$ cat src/rtl/node_port_pkg.sv
// Shared widths, packet layout and outbound FSM encoding for the node port.
package node_port_pkg;

  localparam int unsigned ADDR_W    = 4;
  localparam int unsigned PAYLOAD_W = 24;
  localparam int unsigned PKT_W     = 29;

  typedef struct packed {
    logic [ADDR_W-1:0]    dest;
    logic                 ptype;
    logic [PAYLOAD_W-1:0] payload;
  } pkt_t;

  typedef enum logic [1:0] {
    ST_IDLE    = 2'd0,
    ST_PRESENT = 2'd1,
    ST_HOLDOFF = 2'd2
  } tx_state_t;

endpackage

$ cat src/rtl/sync_fifo.sv
// Synchronous first-word-fall-through FIFO with registered full/empty flags.
module sync_fifo #(
  parameter int unsigned WIDTH = 8,
  parameter int unsigned DEPTH = 4
) (
  input  logic             clk,
  input  logic             rst,
  input  logic             push,
  input  logic             pop,
  input  logic [WIDTH-1:0] din,
  output logic [WIDTH-1:0] head_c,
  output logic             full,
  output logic             empty
);

  localparam int unsigned PTR_W = $clog2(DEPTH);
  localparam int unsigned CNT_W = $clog2(DEPTH + 1);

  logic [WIDTH-1:0] mem [DEPTH];
  logic [PTR_W-1:0] wr_ptr;
  logic [PTR_W-1:0] rd_ptr;
  logic [CNT_W-1:0] count;
  logic [CNT_W-1:0] count_nxt;
  logic             do_push_c;
  logic             do_pop_c;

  // A push into a full FIFO is accepted only when the head leaves in the same cycle.
  always_comb begin
    do_pop_c  = pop & ~empty;
    do_push_c = push & (~full | do_pop_c);
    count_nxt = count;
    if (do_push_c && !do_pop_c) begin
      count_nxt = count + CNT_W'(1);
    end else if (do_pop_c && !do_push_c) begin
      count_nxt = count - CNT_W'(1);
    end
  end

  always_ff @(posedge clk) begin
    if (rst) begin
      wr_ptr <= '0;
      rd_ptr <= '0;
      count  <= '0;
      full   <= 1'b0;
      empty  <= 1'b1;
    end else begin
      if (do_push_c) wr_ptr <= wr_ptr + PTR_W'(1);
      if (do_pop_c)  rd_ptr <= rd_ptr + PTR_W'(1);
      count <= count_nxt;
      full  <= (count_nxt == CNT_W'(DEPTH));
      empty <= (count_nxt == '0);
    end
  end

  always_ff @(posedge clk) begin
    if (do_push_c) mem[wr_ptr] <= din;
  end

  assign head_c = mem[rd_ptr];

endmodule

$ cat src/rtl/node_port.sv
// Node-side port: queues outbound requests to the router core with ack/retry,
// and buffers inbound packets for the node with overflow accounting.
module node_port
  import node_port_pkg::*;
#(
  parameter int unsigned FIFO_DEPTH  = 4,
  parameter int unsigned ACK_TIMEOUT = 255
) (
  input  logic                 Clk_R,
  input  logic                 Rst,
  input  logic                 Req_Valid,
  output logic                 Req_Ready,
  input  logic [ADDR_W-1:0]    Req_Dest,
  input  logic                 Req_Type,
  input  logic [PAYLOAD_W-1:0] Req_Payload,
  output logic [PKT_W-1:0]     Packet_From_Node,
  output logic                 Packet_From_Node_Valid,
  input  logic                 Core_Load_Ack,
  input  logic [PAYLOAD_W-1:0] Packet_To_Node,
  input  logic                 Packet_To_Node_Valid,
  output logic                 Rsp_Valid,
  input  logic                 Rsp_Ready,
  output logic [PAYLOAD_W-1:0] Rsp_Payload,
  output logic [7:0]           Rx_Overflow_Cnt,
  output logic                 Tx_Timeout
);

  localparam int unsigned TIMER_W = (ACK_TIMEOUT < 1) ? 1 : $clog2(ACK_TIMEOUT + 1);

  pkt_t                 tx_din;
  logic [PKT_W-1:0]     tx_head_c;
  logic                 tx_full;
  logic                 tx_empty;
  logic                 tx_push_c;
  logic                 tx_pop_c;
  logic [PAYLOAD_W-1:0] rx_head_c;
  logic                 rx_full;
  logic                 rx_empty;
  logic                 rx_push_c;
  logic                 rx_pop_c;
  logic                 rx_drop_c;
  tx_state_t            state;
  tx_state_t            state_nxt;
  logic [TIMER_W-1:0]   timer;
  logic [TIMER_W-1:0]   timer_nxt;
  logic                 timeout_set_c;

  assign tx_din    = '{dest: Req_Dest, ptype: Req_Type, payload: Req_Payload};
  assign Req_Ready = ~tx_full & ~Rst;
  assign tx_push_c = Req_Valid & Req_Ready;

  sync_fifo #(.WIDTH(PKT_W), .DEPTH(FIFO_DEPTH)) u_tx_fifo (
    .clk    (Clk_R),
    .rst    (Rst),
    .push   (tx_push_c),
    .pop    (tx_pop_c),
    .din    (tx_din),
    .head_c (tx_head_c),
    .full   (tx_full),
    .empty  (tx_empty)
  );

  // Outbound handshake: present head, wait for ack or timeout, then one idle gap.
  always_comb begin
    state_nxt     = state;
    timer_nxt     = timer;
    tx_pop_c      = 1'b0;
    timeout_set_c = 1'b0;
    case (state)
      ST_IDLE: begin
        if (!tx_empty) state_nxt = ST_PRESENT;
      end
      ST_PRESENT: begin
        if (Core_Load_Ack) begin
          tx_pop_c  = 1'b1;
          timer_nxt = '0;
          state_nxt = ST_HOLDOFF;
        end else if (timer == TIMER_W'(ACK_TIMEOUT)) begin
          timeout_set_c = 1'b1;
          timer_nxt     = '0;
          state_nxt     = ST_HOLDOFF;
        end else begin
          timer_nxt = timer + TIMER_W'(1);
        end
      end
      ST_HOLDOFF: state_nxt = ST_IDLE;
      default: begin
        state_nxt = ST_IDLE;
        timer_nxt = '0;
      end
    endcase
  end

  always_ff @(posedge Clk_R) begin
    if (Rst) begin
      state           <= ST_IDLE;
      timer           <= '0;
      Tx_Timeout      <= 1'b0;
      Rx_Overflow_Cnt <= '0;
    end else begin
      state <= state_nxt;
      timer <= timer_nxt;
      if (timeout_set_c) Tx_Timeout <= 1'b1;
      if (rx_drop_c && (Rx_Overflow_Cnt != 8'hFF)) Rx_Overflow_Cnt <= Rx_Overflow_Cnt + 8'd1;
    end
  end

  assign Packet_From_Node_Valid = (state == ST_PRESENT);
  assign Packet_From_Node       = Packet_From_Node_Valid ? tx_head_c : '0;

  assign Rsp_Valid   = ~rx_empty;
  assign Rsp_Payload = rx_empty ? '0 : rx_head_c;
  assign rx_pop_c    = Rsp_Valid & Rsp_Ready;
  assign rx_push_c   = Packet_To_Node_Valid & (~rx_full | rx_pop_c);
  assign rx_drop_c   = Packet_To_Node_Valid & rx_full & ~rx_pop_c;

  sync_fifo #(.WIDTH(PAYLOAD_W), .DEPTH(FIFO_DEPTH)) u_rx_fifo (
    .clk    (Clk_R),
    .rst    (Rst),
    .push   (rx_push_c),
    .pop    (rx_pop_c),
    .din    (Packet_To_Node),
    .head_c (rx_head_c),
    .full   (rx_full),
    .empty  (rx_empty)
  );

endmodule

$ cat config.mk
export PLATFORM = sky130hd
export DESIGN_NAME = node_port
export DESIGN_NICKNAME = d
export VERILOG_FILES = /design/src/rtl/node_port_pkg.sv /design/src/rtl/sync_fifo.sv /design/src/rtl/node_port.sv
export SDC_FILE = /design/constraint.sdc
export NUM_CORES = 1
export LEC_CHECK = 0
export ABC_AREA = 1
export BUFFER_PORTS_ARGS = -buffer_cell sky130_fd_sc_hd__buf_2
export CAP_MARGIN = 5
export CORE_ASPECT_RATIO = 1.4
export CORE_MARGIN = 2
export CORE_UTILIZATION = 58
export CTS_CLUSTER_DIAMETER = 40
export DETAILED_ROUTE_END_ITERATION = 12
export GPL_ROUTABILITY_DRIVEN = 0
export PLACE_DENSITY = 0.8
export SYNTH_ARGS = -nofsm -noshare
export SYNTH_HDL_FRONTEND = slang
export SYNTH_SLANG_ARGS = --single-unit
export TNS_END_PERCENT = 10
$ cat constraint.sdc
create_clock -name Clk_R -period 2.9 [get_ports Clk_R]
set_input_delay 0.58 -clock Clk_R [delete_from_list [all_inputs] [get_ports Clk_R]]
set_output_delay 0.58 -clock Clk_R [all_outputs]
set_load 0.005 [all_outputs]
Word-level counts from Yosys, hierarchy flattened
Memories as Yosys holds them, arrays and structs flattened. A register that Yosys moved wholly into a read port is not among the register bits.
Index checks and enable logic that the tools add are counted.
{"block": "word_totals", "register_bits": 37, "ramBits": 212, "input_bits": 59, "out_inout_bits": 65, "memories": 2}
{"block": "op_classes", "n_addsub": 10, "eq_ne": 8, "mux": 26, "bitwise": 19, "reduce_logical": 14}
{"memory": "u_tx_fifo.mem", "depth": 4, "word_bits": 29, "rd": 1, "rd_ports_with_merged_regs": 1, "wr": 1, "line": "sync_fifo.sv:19", "source": "logic [WIDTH-1:0] mem [DEPTH];"}
{"memory": "u_rx_fifo.mem", "depth": 4, "word_bits": 24, "rd": 1, "rd_ports_with_merged_regs": 1, "wr": 1, "line": "sync_fifo.sv:19"}
{"cell": "2-to-1 mux 29 bit", "count": 1}
{"cell": "2-to-1 mux 24 bit", "count": 1}
{"cell": "adder 8 x 1 -> 8 bit, second input constant", "count": 2}
{"cell": "2-to-1 mux 8 bit", "count": 2}
{"cell": "case mux 8 bit (2 select lines)", "count": 1}
{"cell": "2-to-1 mux 2 bit", "count": 7}
{"cell": "2-to-1 mux 3 bit", "count": 4}
{"cell": "AND 1 bit", "count": 10}
{"cell": "2-to-1 mux 1 bit", "count": 9}
{"cell": "adder 2 x 1 -> 2 bit, second input constant", "count": 4}
{"cell": "== test 8 bit, second input constant", "count": 1}
{"cell": "!= test 8 bit, second input constant", "count": 1}
{"cell": "adder 3 x 1 -> 3 bit, second input constant", "count": 2}
{"cell": "== test 3 bit, second input constant", "count": 2}
{"cell": "logical NOT 3 bit", "count": 2}
{"cell": "NOT 1 bit", "count": 6}
{"cell": "subtractor 3 x 1 -> 3 bit, second input constant", "count": 2}
{"cell": "logical AND 1 bit", "count": 5}
{"cell": "logical NOT 1 bit", "count": 4}
{"cell": "case mux 2 bit (2 select lines)", "count": 1}
{"cell": "!= test 3 x 1 -> 1 bit, second input constant", "count": 1}
{"cell": "OR 1 bit", "count": 3}
{"cell": "== test 2 x 1 -> 1 bit, second input constant", "count": 1}
{"cell": "== test 2 bit, second input constant", "count": 1}
{"cell": "other kinds (4)", "count": 4}

Logic depth before layout (Yosys ltp)
Gate-level depths: netlist of run 1.
{"block": "depth", "depth_word": 10, "ltp_mapped": 11}

By module
Synthesis of run 1 repeated with hierarchy kept, for this count alone.
{"block": "unflattened", "cells_unflattened": 927, "area_unflattened_um2": 10386.2}
{"mod": "sync_fifo at u_tx_fifo", "instances": 1, "cells_each": 357, "area_each_um2": 4850.9, "seq_area_each_um2": 3703.6}
{"mod": "sync_fifo at u_rx_fifo", "instances": 1, "cells_each": 308, "area_each_um2": 4090.2, "seq_area_each_um2": 3103.0}
{"mod": "node_port", "instances": 1, "cells_each": 262, "area_each_um2": 1445.1, "seq_area_each_um2": 380.4}

Worst setup path before layout of run 1
Ideal clock, no wire load.
{"block": "synth_path", "path_kind": "input to register", "start": "input port Rst", "end": "memory u_tx_fifo.mem[0][0] (netlist name) (enable)", "t_arrival_ns": 2.166, "slack_ns": 0.319, "path_stages": 4, "path_cell_list": "nor2_2 -> nand2_1 -> buf_6 -> nor2_1"}
{"block": "synth_between", "elab_chain_len": 6}
{"item": "start: declaration", "line": "node_port.sv:10", "source": "input logic Rst,"}
{"item": "NOT 1 bit", "line": "node_port.sv:49", "source": "assign Req_Ready = ~tx_full & ~Rst;"}
{"item": "AND 1 bit", "line": "node_port.sv:49"}
{"item": "AND 1 bit", "line": "node_port.sv:50", "source": "assign tx_push_c = Req_Valid & Req_Ready;"}
{"item": "AND 1 bit", "line": "sync_fifo.sv:30", "source": "do_push_c = push & (~full | do_pop_c);"}
{"item": "2-to-1 mux 1 bit", "line": "sync_fifo.sv:56", "source": "if (do_push_c) mem[wr_ptr] <= din;"}
{"item": "2-to-1 mux 1 bit (not written as such)", "line": "sync_fifo.sv:56"}
{"item": "end: declaration", "line": "sync_fifo.sv:19"}
Every way passes these cells.

==> results of run 1 <==
## Yosys cell counts (2+ instances only)
cell type	instances
buf_2	16
o21ai_0	120
inv_1	51
nand2_1	58
edfxtp_1	212
nor3_1	3
dfxtp_1	41
xnor2_1	3
nand2_2	2
nor2_1	247
nand3_1	11
inv_2	4
a21oi_1	78
nor2_4	2
clkbuf_2	3
nor2_2	2
nand4_1	2
o211ai_1	2
buf_6	2
xor2_1	6
clkbuf_1	20
ha_1	14
nand2_4	2
## cell type report
class	count	share of cell area
Sequential cell	253	0.598
Multi-Input combinational cell	559	0.221
Timing Repair Buffer	142	0.0641
Clock buffer	28	0.0530
Tap cell	236	0.0246
Clock inverter	17	0.0221
Inverter	55	0.0172
Antenna cell	1	0.000208
## worst max-delay path by stage
stage | to | slack [ps] | cells after the start
final | Rsp_Payload[23] | 140 | 6
after floorplan | u_tx_fifo.mem[0][0]$_DFFE_PP_ | 320 | 4
after global placement | u_tx_fifo.mem[1][26]$_DFFE_PP_ | 700 | 5
after CTS | Rsp_Payload[23] | 110 | 6
after detailed placement | u_tx_fifo.mem[1][18]$_DFFE_PP_ | 660 | 5
after global routing | Rsp_Payload[21] | -50 | 6
## cells by family after synthesis
group | Yosys count | synth area share
simple gates | 334 | 0.131
fa+ha+maj | 14 | 0.0172
buf+inv | 98 | 0.0402
compound gates | 202 | 0.100
flops | 253 | 0.704
xor+xnor | 9 | 0.00772
## cells in the final DEF, fill, tap and decap left out, drive strengths merged, types with 2 or more instances in the layout
master	instances
a21oi	78
clkinvlp	2
clkinv	6
xnor2	3
clkbuf	28
nor3	4
edfxtp	212
buf	142
xor2	6
nor2	251
nand3	11
dfxtp	41
o211ai	2
inv	58
ha	14
nand2	62
o21ai	121
bufinv	6
nand4	2
## power by group
part / switching, mW / leakage [nW] / internal, mW / total, mW
combinational: 0.794 / 1.90 / 0.446 / 1.24
sequential: 0.0742 / 2.27 / 4.15 / 4.22
clock: 1.34 / 0.435 / 2.14 / 3.48
## per-stage QoR
| step | TNS [ps] | setup slack, ps | instances | util | area, sq um |
|---|---|---|---|---|---|
| 3_5_place_dp | 0 | 661 | 1245 | 0.641 | 11100 |
| 6_report | 0 | 143 | 1291 | 0.693 | 12000 |
| 2_1_floorplan | 0 | 319 | 910 | - | 10200 |
| 4_1_cts | 0 | 113 | 1290 | 0.693 | 12000 |
| 3_3_place_gp | 0 | 704 | 1245 | 0.641 | 11100 |
| 5_1_grt | -179 | -49.3 | 1290 | 0.693 | 12000 |
## worst reg2reg max path, delay by kind of cell (launching register included)
kind / cells / cell delay [ps]
buffers and inverters: 1 / 400
flip-flops: 1 / 310
AND/OR/NAND/NOR: 3 / 730
## routing by layer
metal	track usage	vias to the layer above	share of wire	wire [um]
met5	0	-	0	0
met4	0.0785	0	0.027	537
met3	0.0311	40	0.055	1120
met2	0.394	240	0.53	10700
met1	0.256	3217	0.39	7930
li1	-	3362	-	-
## sequential cells by signal, summed over array words and instances (netlist names), named ones only
name and flops:
u_rx_fifo.wr_ptr 2, timer 8, Rx_Overflow_Cnt 8, u_rx_fifo.full 1
state 2, u_rx_fifo.count 3, u_tx_fifo.wr_ptr 2, u_tx_fifo.rd_ptr 2
Tx_Timeout 1, u_rx_fifo.rd_ptr 2, u_rx_fifo.mem 96, u_tx_fifo.mem 116
u_tx_fifo.empty 1, u_tx_fifo.count 3, u_rx_fifo.empty 1, u_tx_fifo.full 1
==> flow_summary.toml, run 1 <==
[outcome]
status = "completed"

[synth]
netlist_instances = 910
yosys_warnings = 0
yosysTopAreaCellShare = 0.624
ys_top_cells_by_area = "edfxtp_1 62%, nor2_1 9.1%, dfxtp_1 8.0%, o21ai_0 5.9%, a21oi_1 3.8%"
synth_area_leader_cell = "edfxtp_1"
synth-edff-count = 212
synth.lib_cells_used.distinct = 32
ys.flop_type = "edfxtp_1"
async_flop_share = 0
avgSynthCellArea_sq_um = 11.2
yosysSeqAreaShare = 0.704
ys_ff_latch = 253
synth_nets = 983
synth_area_sq_um = 10200

[cts]
cts_setup_buffers = 0
cts-buffers-inserted = 25
root_buffer = "clkbuf_16"
max-clock-path-buffers = 3
numClockSinks = 253
ctsHoldBuffers = 0
clkLatencyLatePin_ps = 510
htree_levels = 1
clk_pin_slew_ps = 70
post_cts_resize_count = 0
tritoncts = "yes"

[floorplan]
die_w_um = 116
rows = 57
dieArea_sq_um = 18700
start_util = 0.589
core_area_sq_um = 17300
ioPinCount = 124
die_y_um = 161

[global_route]
grtUsageTotal = 0.216
antenna_found_initial = 1
overflow = 0
grt_pass1_vias = 6584
grt_pass1_wl_um = 31800
grt_max_degree = 55

[place]
io_buffers = 123
post-dp-hpwl_um = 12500

[worst_hold_path]
hold_path_class = "input port to flop"
min_to = "u_rx_fifo.mem[0][23]$_DFFE_PP_"
hold_start = "Packet_To_Node[23]"
hold_depth = 1

[timing]
max_clock_freq_mhz = 363
worst_slew_pin_slew_ps = 1090
period_minus_slack_ps = 2760
finalHoldViolations = 0
min_period_over_period = 0.951
relSlewSlack = 0.274
finalSetupViolCount = 0
fin_hold_ws_ps = 274
report.final.slew_viol_count = 0
skew_ps = 13.9
grt_setup_unrepaired = "yes"

[setup_path]
worst-path-buf-inv = 3
path_delay_family = "buffers and inverters"
crit_path_end_kind = "output port"
reg2reg_from = "u_tx_fifo.full$_SDFF_PP0_"
critPathKind = "flop to output port"
reg2reg_depth = 4
r2r_setup_slack_ps = 1100
cpPeakStageDelay_ps = 440
worstPathCellList = "buf_4 > inv_1 > nor2_1 > o21ai_0 > a21oi_1 > buf_2"
worstPathArrival_ps = 2180
cpMaxStageDelayCell = "inv_1"
cp-start-kind = "flop"
worstPathRequired_ps = 2320
crit_path_max_fanout = 25
r2r_end = "u_tx_fifo.mem[1][21]$_DFFE_PP_"

[drt]
drt_wl_total_um = 20300
firstDrtPassIters = 5
num_vias = 6859
ant_nets = 0
via_per_inst = 5.31
routedWlPerCell_um = 15.7
drt_iter0_drc = 535
drc = 0

[power]
peakVddDrop_mv = 0.586
power.total_mw = 8.94
leakagePower_nw = 4.60
powerDensity_nw_per_um2 = 744

[final_layout]
seq_area_sq_um = 7190
drive_above_1_share = 0.196
synthToLayoutAreaGrowth_pct = 17.7
final_nets = 1109
num-fill-cells = 1193
multi_input_area_sq_um = 2650

[run]
maxCapViolCount = 0
No activity file was read; power rests on OpenSTA's default activity.
==> run 2, diff against run 1 <==
Settings changed: SETUP_SLACK_MARGIN set to 0.15.
==> flow_summary.toml, run 2 (synthesis results as in run 1) <==
[outcome]
status = "completed"

[drt]
ant_nets = 0
routedWlPerCell_um = 15.7
via_per_inst = 5.30
drt_iter0_drc = 550
met2_wirelength_um = 10700
num_vias = 6860
met1_length_um = 7940
wl_met3_um = 1160
firstDrtPassIters = 5
drc = 0
drt_wl_total_um = 20400
dr.max_layer_used = "met4"

[power]
p_seq_frac = 0.472
p_int_mw = 6.74
peakVddDrop_mv = 0.584
combPwrFrac = 0.140
p_sw_mw = 2.21
powerDensity_nw_per_um2 = 743
leakagePower_nw = 4.61
swShare = 0.247
clockPowerShare = 0.389

[final_layout]
layout_common_cells = "239 x nor2_1, 212 x edfxtp_1, 123 x buf_2"
stdcell_count = 1294
final_nets = 1112
synthToLayoutAreaGrowth_pct = 18.0
num-fill-cells = 1193
largest_reg_flops = 116
final_common_cell = "nor2_1"
regMostFlops = "u_tx_fifo.mem"
drive_above_1_share = 0.200
top_regs = "u_tx_fifo.mem (116), u_rx_fifo.mem (96)"

[setup_path]
crit_path_end_kind = "output port"
critPathKind = "flop to output port"
crit_path_max_fanout = 29
worstPathArrival_ps = 2110
worstPathRequired_ps = 2320
cp-start-kind = "flop"

[floorplan]
start_util = 0.589
ioPinCount = 124
rows = 57
die_w_um = 116
core_area_sq_um = 17300
die_y_um = 161
dieArea_sq_um = 18700

[place]
post-dp-hpwl_um = 12500
io_buffers = 123
place_inst = 1245

[timing]
report.final.slew_viol_count = 0
period_minus_slack_ps = 2690
finalSetupViolCount = 0
grt_setup_unrepaired = "yes"
min_period_over_period = 0.927
relSlewSlack = 0.293
finalSetupTns_ps = 0
worst_slew_pin_slew_ps = 1060
finalHoldViolations = 0
max_clock_freq_mhz = 372
skew_ps = 11.5

[worst_hold_path]
hold_path_class = "input port to flop"

[global_route]
antenna_found_initial = 1
grt_pass1_vias = 6583
grt_pass1_wl_um = 31800
overflow = 0
grtUsageTotal = 0.216
grt_max_degree = 55

[cts]
cts-buffers-inserted = 25
max-clock-path-buffers = 3
htree_levels = 1
clkLatencyLatePin_ps = 510
ctsHoldBuffers = 0
tritoncts = "yes"
clk_pin_slew_ps = 70
numClockSinks = 253
root_buffer = "clkbuf_16"

[run]
maxCapViolCount = 0
-- run 2: cell count changes in the layout (fill, tap and decap cells not counted), sizes merged --
cell      before  now
inv           58   57
clkinvlp       2    4
buf          142  144
-- run 2: power by group through the flow --
| stage | Combinational, mW | Clock (mW) | Sequential, mW |
|---|---|---|---|
| 2_1_floorplan | 0.779 | 0 | 4.28 |
| 3_3_place_gp | 1.21 | 0 | 4.29 |
| 3_5_place_dp | 1.24 | 0 | 4.30 |
| 4_1_cts | 1.26 | 3.53 | 4.22 |
| 5_1_grt | 1.41 | 3.67 | 4.24 |
| 6_report | 1.25 | 3.48 | 4.22 |
-- run 2: path summary, 6_finish.rpt --
path                                                 from                        endpoint  slack [ps]  cells after the start
worst min-delay path                   Packet_To_Node[23]  u_rx_fifo.mem[0][23]$_DFFE_PP_         280                      1
worst min register to register    Tx_Timeout$_SDFFE_PP0P_         Tx_Timeout$_SDFFE_PP0P_         470                      2
worst max-delay path                                 flop            Packet_From_Node[19]         210                      5
worst max register to register  u_tx_fifo.full$_SDFF_PP0_  u_tx_fifo.mem[1][21]$_DFFE_PP_        1090                      4
-- run 2: worst max-delay path: stages, from the launching register on --
cell     delay (ps)
dfxtp_1         310
inv_1           760
nor2_1          100
o21ai_0         130
a21oi_1         130
buf_2           150
-- run 2: timing repair --
item,CTS,global route
cloned,0,1
hold endpoints to repair,0,0
setup endpoints to repair,5,48
gates resized for setup,0,2
setup buffers,0,2
-- run 2: per-stage QoR --
step                total power [mW]   util  worst slack [ps]  area, sq um  hold WS (ps)
floorplan                       5.06      -               319        10200           436
global placement                5.50  0.641               704        11100           449
detailed placement              5.54  0.641               661        11100           461
CTS                             9.00  0.693               113        12000           258
global route                    9.32  0.695              60.8        12000           260
finish                          8.94  0.695               212        12000           276
-- run 2: metal layers --
metal / track usage / vias to the layer above
met4: 0.0785 / 0
met2: 0.394 / 219
met5: 0 / -
met3: 0.0311 / 37
met1: 0.256 / 3235
li1: - / 3369
-- run 2: layout make-up --
| cell class | count | area (sq um) | area share |
|---|---|---|---|
| clock buffer | 28 | 637 | 0.0529 |
| timing repair inverter | 1 | 7.51 | 0.000623 |
| multi-input combinational | 559 | 2650 | 0.220 |
| tap | 236 | 295 | 0.0245 |
| clock inverter | 17 | 265 | 0.0220 |
| timing repair buffer | 144 | 786 | 0.0652 |
| antenna | 1 | 2.50 | 0.000208 |
| inverter | 55 | 210 | 0.0175 |
| sequential | 253 | 7190 | 0.597 |
